File: config.mk
export PLATFORM = sky130hd
export DESIGN_NAME = complex_mult_pipe
export DESIGN_NICKNAME = d
export VERILOG_FILES = /design/src/rtl/stft_pkg.sv /design/src/rtl/cplx_round_sat.sv /design/src/rtl/complex_mult_pipe.sv
export SDC_FILE = /design/constraint.sdc
export NUM_CORES = 2
export LEC_CHECK = 0
export ABC_AREA = 1
export BUFFER_PORTS_ARGS = -buffer_cell sky130_fd_sc_hd__buf_2
export CAP_MARGIN = 20
export CORE_ASPECT_RATIO = 0.7
export CORE_MARGIN = 2
export CORE_UTILIZATION = 50
export CTS_CLUSTER_DIAMETER = 60
export DETAILED_ROUTE_END_ITERATION = 8
export PLACE_DENSITY_LB_ADDON = 0.12
export SLEW_MARGIN = 30
export SYNTH_ARGS = -nofsm -noshare
export SYNTH_HDL_FRONTEND = slang
export SYNTH_HIERARCHICAL = 1
export SYNTH_SLANG_ARGS = --single-unit
File: constraint.sdc
create_clock -name clk -period 7 [get_ports clk]
set_input_delay 1.4 -clock clk [delete_from_list [all_inputs] [get_ports clk]]
set_output_delay 1.4 -clock clk [all_outputs]
set_load 0.03 [all_outputs]
File: src/rtl/stft_pkg.sv
// Shared STFT datapath constants and the signed round+saturate helper used by the
// complex multiplier and the FFT butterflies.
package stft_pkg;

  localparam int unsigned STFT_DATA_W = 16;
  localparam int unsigned STFT_FRAC_W = 15;

  localparam bit ROUND_TRUNC   = 1'b0;
  localparam bit ROUND_HALF_UP = 1'b1;
  localparam bit SAT_WRAP      = 1'b0;
  localparam bit SAT_CLIP      = 1'b1;

  typedef struct packed {
    logic               clip;
    logic signed [63:0] val;
  } rs_result_t;

  // Works on a 64-bit sign-extended accumulator so any 2*data_w+1 input up to 63 bits fits.
  function automatic rs_result_t round_sat(input logic signed [63:0] x,
                                           input int unsigned data_w,
                                           input int unsigned frac_w,
                                           input bit rnd,
                                           input bit sat);
    logic signed [63:0] r;
    logic signed [63:0] max_v;
    logic signed [63:0] min_v;
    rs_result_t         res;
    r = x;
    if (rnd) begin
      r = r + (64'sd1 <<< (frac_w - 1));
    end
    r     = r >>> frac_w;
    max_v = (64'sd1 <<< (data_w - 1)) - 64'sd1;
    min_v = -(64'sd1 <<< (data_w - 1));
    res.clip = 1'b0;
    res.val  = r;
    if (sat) begin
      if (r > max_v) begin
        res.val  = max_v;
        res.clip = 1'b1;
      end else if (r < min_v) begin
        res.val  = min_v;
        res.clip = 1'b1;
      end
    end
    return res;
  endfunction

endpackage

File: src/rtl/cplx_round_sat.sv
// Narrows one 2*DATA_W+1 bit product sum to DATA_W bits with optional rounding and
// saturation; clip reports that the value was clamped.
module cplx_round_sat
  import stft_pkg::*;
#(
  parameter int unsigned DATA_W = STFT_DATA_W,
  parameter int unsigned FRAC_W = STFT_FRAC_W,
  parameter bit          ROUND  = ROUND_HALF_UP,
  parameter bit          SAT    = SAT_CLIP
) (
  input  logic signed [2*DATA_W:0]   din,
  output logic        [DATA_W-1:0]   dout,
  output logic                       clip
);

  logic signed [63:0] din_ext;
  rs_result_t         res;
  logic               unused_hi;

  always_comb begin
    din_ext   = 64'(din);
    res       = round_sat(din_ext, DATA_W, FRAC_W, ROUND, SAT);
    dout      = res.val[DATA_W-1:0];
    clip      = res.clip;
    // Upper bits only matter in wrap mode, where they are deliberately discarded.
    unused_hi = ^res.val[63:DATA_W];
  end

endmodule

File: src/rtl/complex_mult_pipe.sv
// Three-stage pipelined fixed-point complex multiplier (a+jb)(c+/-jd) with
// valid/ready backpressure, tlast passthrough, rounding and saturation.
module complex_mult_pipe
  import stft_pkg::*;
#(
  parameter int unsigned DATA_W = STFT_DATA_W,
  parameter int unsigned FRAC_W = STFT_FRAC_W,
  parameter bit          ROUND  = ROUND_HALF_UP,
  parameter bit          SAT    = SAT_CLIP
) (
  input  logic                     clk,
  input  logic                     rst,
  input  logic                     s_tvalid,
  output logic                     s_tready,
  input  logic                     s_tlast,
  input  logic                     conj_b,
  input  logic signed [DATA_W-1:0] re_in1,
  input  logic signed [DATA_W-1:0] im_in1,
  input  logic signed [DATA_W-1:0] re_in2,
  input  logic signed [DATA_W-1:0] im_in2,
  output logic                     m_tvalid,
  input  logic                     m_tready,
  output logic                     m_tlast,
  output logic        [DATA_W-1:0] re_out,
  output logic        [DATA_W-1:0] im_out,
  output logic                     sat_flag
);

  localparam int unsigned PW = 2 * DATA_W;
  localparam int unsigned SW = 2 * DATA_W + 1;

  logic ce;

  logic                     s1_valid, s1_last, s1_conj;
  logic signed [DATA_W-1:0] s1_a, s1_b, s1_c, s1_d;
  logic                     s2_valid, s2_last, s2_conj;
  logic signed [PW-1:0]     s2_ac, s2_bd, s2_ad, s2_bc;

  logic signed [SW-1:0]     ac_x, bd_x, ad_x, bc_x;
  logic signed [SW-1:0]     re_sum, im_sum;
  logic        [DATA_W-1:0] re_rs, im_rs;
  logic                     re_clip, im_clip;

  // The whole pipe moves as one; holding every stage keeps bubble spacing intact.
  assign ce       = ~m_tvalid | m_tready;
  assign s_tready = ce & ~rst;

  always_ff @(posedge clk) begin
    if (rst) begin
      s1_valid <= 1'b0;
      s1_last  <= 1'b0;
      s1_conj  <= 1'b0;
      s2_valid <= 1'b0;
      s2_last  <= 1'b0;
      s2_conj  <= 1'b0;
      m_tvalid <= 1'b0;
      m_tlast  <= 1'b0;
      sat_flag <= 1'b0;
      re_out   <= '0;
      im_out   <= '0;
    end else if (ce) begin
      s1_valid <= s_tvalid & s_tready;
      s1_last  <= s_tlast;
      s1_conj  <= conj_b;
      s2_valid <= s1_valid;
      s2_last  <= s1_last;
      s2_conj  <= s1_conj;
      m_tvalid <= s2_valid;
      m_tlast  <= s2_last;
      sat_flag <= s2_valid & (re_clip | im_clip);
      re_out   <= re_rs;
      im_out   <= im_rs;
    end
  end

  // Datapath registers carry no reset so the multiplies map cleanly onto DSP blocks.
  always_ff @(posedge clk) begin
    if (ce) begin
      s1_a  <= re_in1;
      s1_b  <= im_in1;
      s1_c  <= re_in2;
      s1_d  <= im_in2;
      s2_ac <= s1_a * s1_c;
      s2_bd <= s1_b * s1_d;
      s2_ad <= s1_a * s1_d;
      s2_bc <= s1_b * s1_c;
    end
  end

  always_comb begin
    ac_x = SW'(s2_ac);
    bd_x = SW'(s2_bd);
    ad_x = SW'(s2_ad);
    bc_x = SW'(s2_bc);
    if (s2_conj) begin
      re_sum = ac_x + bd_x;
      im_sum = bc_x - ad_x;
    end else begin
      re_sum = ac_x - bd_x;
      im_sum = ad_x + bc_x;
    end
  end

  cplx_round_sat #(
    .DATA_W (DATA_W),
    .FRAC_W (FRAC_W),
    .ROUND  (ROUND),
    .SAT    (SAT)
  ) u_re_rs (
    .din  (re_sum),
    .dout (re_rs),
    .clip (re_clip)
  );

  cplx_round_sat #(
    .DATA_W (DATA_W),
    .FRAC_W (FRAC_W),
    .ROUND  (ROUND),
    .SAT    (SAT)
  ) u_im_rs (
    .din  (im_sum),
    .dout (im_rs),
    .clip (im_clip)
  );

endmodule

[Word level (Yosys, flattened, before mapping)]
Index checks and enable logic that the tools add are counted.
Cells by class
  multipliers: 4
  reduce and logical (&&, ||, !) cells: 0
  bitwise logic cells: 7
  add/subtract/negate cells: 6
  $lt $le $gt $ge: 4
  shift operators: 0
  mux-type cells: 6
  divide/modulo/power cells: 0
  equal/unequal tests: 0
Operator list (number)
  2-to-1 mux 65 bit: 4
  multiplier 16 x 16 -> 32 bit: 4
  adder 33 x 16 -> 34 bit, second input constant: 2
  adder 32 x 32 -> 33 bit: 2
  2-to-1 mux 33 bit: 2
  subtractor 32 x 32 -> 33 bit: 2
  > comparator 19 x 16 -> 1 bit, second input constant: 2
  < comparator 19 x 16 -> 1 bit, second input constant: 2
  bitwise AND 1 bit: 3
  NOT 1 bit: 2
  bitwise OR 1 bit: 2
Word-level totals
  bits in latches: 0
  flip-flop bits (word level): 233
  RAM bits: 0
  bits in read-only memories: 0
  memories: 0

[Logic depth before layout (Yosys ltp)]
  word-level depth: 8
  mapped depth: 36
  depth with buffers taken out: 35

[Cells and area by module]
Netlist, hierarchy kept.
By module, submodules not included
  complex_mult_pipe: area each 54911.4 sq um, cells an instance 6941, sequential area each 6586.3 sq um, instances 1
  cplx_round_sat: area each 631.9 sq um, cells an instance 126, sequential area each 0.0 sq um, instances 2

[Worst setup path after synthesis]
Ideal clock, no wire load.
  path type: input port to flip-flop
  start point: input m_tready
  end point: register s1_a[0] (enable)
  setup slack: -603 ps
  data arrival time: 6971 ps
  stages: 3
  path through: nor2_1 > inv_1 > clkbuf_1
Between the ends
  word-level cells in the longest chain between the ends: 1
RTL lines
  start, declared: line complex_mult_pipe.sv:22  | input logic m_tready,
  bitwise OR 1 bit: line complex_mult_pipe.sv:45  | assign ce = ~m_tvalid | m_tready;
  end signal, assigned: line complex_mult_pipe.sv:79  | s1_a <= re_in1;
  end, declared: line complex_mult_pipe.sv:35  | logic signed [DATA_W-1:0] s1_a, s1_b, s1_c, s1_d;
No other way between the ends.
A chain may end at the register's enable or synchronous reset.

[Worst setup path in the final report]
  start point: register s1_b[12]
  end point: register s2_bd[21], data pin
Between the ends
  word-level cells in the longest chain between the ends: 1
RTL lines
  start, declared: line complex_mult_pipe.sv:35
  start signal, assigned: line complex_mult_pipe.sv:80  | s1_b <= im_in1;
  multiplier 16 x 16 -> 32 bit: line complex_mult_pipe.sv:84  | s2_bd <= s1_b * s1_d;
  end signal, assigned: line complex_mult_pipe.sv:84
  end, declared: line complex_mult_pipe.sv:37  | logic signed [PW-1:0] s2_ac, s2_bd, s2_ad, s2_bc;
No other way between the ends.

==> run summary <==
gr ovfl total -> 0
final setup TNS -> 0 ns
largest net degree at the start of global routing -> 128
Die H -> 284 um
Clock Pin Slew Worst Setup and Hold Paths -> 0.06 ns
share of cells above drive strength 1 -> 5.89%
GRT Util Overall -> 30.6%
Critical path origin -> s1_b[12]$_DFFE_PN_
Worst-Skew Late Latency -> 0.60 ns
met1 usage -> 46.2%
Hold Buf Count CTS -> 0
clock skew -> 0.0238 ns
Syn Nets -> 8682
Layout Nets -> 8770
setup slack on the worst flop-to-flop path -> 0.40 ns
M2 GR Usage -> 45.5%
reg2reg start -> s1_b[12]$_DFFE_PN_
routed len/inst -> 19.5 um
number of antenna-violating nets in the routed design -> 0
Setup CP Type -> reg -> reg
unrepaired setup endpoints after global routing -> false
critical path endpoint category -> flop
Max Clk Rate -> 152 MHz
Final setup viols -> 0
H-tree depth -> 2
drt total wl -> 170 mm
Core Footprint -> 0.111 mm2
Worst Path Max Fanout -> 16
synthesized cell area -> 0.0560 mm2
setup ws final -> 0.403 ns
Most Crowded Layer GR -> met1
class of the worst hold path -> reg -> reg
First-pass DRT Iterations -> 5
Mapped Cells -> 7166
via count -> 45100
clk buf depth -> 3
ant diodes -> 0
WP data required -> 7.46 ns
Fill cells -> 10700
Max Cap Viol -> 0
Mapped Avg Cell Area -> 7.81 um2
crit path time final -> 6.60 ns
CTS tree -> done
port buffer count -> 105
vias per inst -> 5.17
M3 GR Usage -> 5.77%
area growth from synthesis to layout -> 7.57%
CTS Buf Count -> 37
DIE AREA -> 0.115 mm2
hold path startpoint -> s1_valid$_SDFFE_PP0N_
postcts setup bufs -> 0
Max-slew headroom -> 31.7%
first-pass GRT wire length -> 270 mm
Final Hold Vio Count -> 0
initial DRC count -> 3641
worst slack, placed -> 0.504 ns
cts repair resizes -> 0
CP arrival -> 7.06 ns
Ys Warns -> 6
Die Wd -> 404 um
Startpoint Class -> flop
Detailed Place HPWL -> 144 mm
Final Wtd Congestion -> 0.983
vias in the first global route -> 46700
initial antenna violation count -> 3
clock sink count -> 233
worst slew pin tran -> 1.03 ns
Remaining DRCs -> 0
final slew viol count -> 0
Ports -> 106
Starting Density -> 50.5%
num rows -> 102
status -> completed
Final period util -> 94.2%
Root Buffer -> clkbuf_16
-- final cells by class --
cell class | instances | area (um2) | share of cell area, %
clock buffers | 42 | 988 | 1.64
inverters | 1981 | 7450 | 12.4
flip-flops and latches | 233 | 6590 | 10.9
well taps | 1456 | 1820 | 3.03
clock inverters | 24 | 255 | 0.424
repair buffers | 265 | 2010 | 3.35
multi-input cells | 4736 | 41100 | 68.2
-- flip-flops by register name, indices dropped and copies added (netlist names) --
signal,count
s2_ac,32
s2_ad,32
s2_bc,32
s2_bd,32
im_out,16
re_out,16
s1_a,16
s1_b,16
s1_c,16
s1_d,16
m_tlast,1
m_tvalid,1
s1_conj,1
s1_last,1
s1_valid,1
s2_conj,1
s2_last,1
s2_valid,1
sat_flag,1
-- cells in the final DEF, fill, tap and decap left out, types with 21 or more instances in the layout --
cell type  count
a21o_1        23
a21oi_1      212
buf_12        23
buf_2        105
buf_4        137
clkbuf_16     39
dfxtp_1       41
edfxtp_1     192
fa_1        1050
ha_1         396
inv_1       1975
nand2_1     1774
nand2_2       24
nand3_1      190
nand4_1       45
nor2_1       432
nor2_2        21
nor3_1        40
o21ai_0      174
o21bai_1      24
xnor2_1       52
xor2_1       160
-- path summary, 6_finish.rpt --
kind	end	cells after the start
worst max-delay path	s2_bd[21]$_DFFE_PN_	20
worst min-delay path	s1_valid$_SDFFE_PP0N_	2
worst max register to register	s2_bd[21]$_DFFE_PN_	20
worst min register to register	s1_valid$_SDFFE_PP0N_	2
-- critical path, cell delays in order, from the launching register on --
cell	delay [ns]
edfxtp_1	0.83
buf_4	0.39
nand2_1	0.12
fa_1	0.56
fa_1	0.53
fa_1	0.51
inv_1	0.05
fa_1	0.52
fa_1	0.51
inv_1	0.05
fa_1	0.47
inv_1	0.04
ha_1	0.37
nand2_1	0.12
inv_1	0.08
nand2_1	0.10
nor2_1	0.25
nand4_1	0.14
nand3_1	0.12
xor2_1	0.46
buf_4	0.20
-- metrics by stage --
stage	hold WS, ns	instance area, um2	instances	utilization (%)
6_report	0.479	60200	8737	54.3
3_3_place_gp	0.456	58900	8671	53.2
3_5_place_dp	0.466	58900	8671	53.2
4_1_cts	0.480	60200	8737	54.3
2_1_floorplan	0.450	56000	7166	-
5_1_grt	0.503	60200	8737	54.3
-- per-layer routing --
metal	routed length (um)	up-vias
met5	0	-
met4	4340	0
met3	14000	196
met2	71300	1554
met1	80400	22300
li1	-	21100
Power is not shown: default switching activity piles up to over one toggle a cycle in this logic, so the estimate is an artifact.
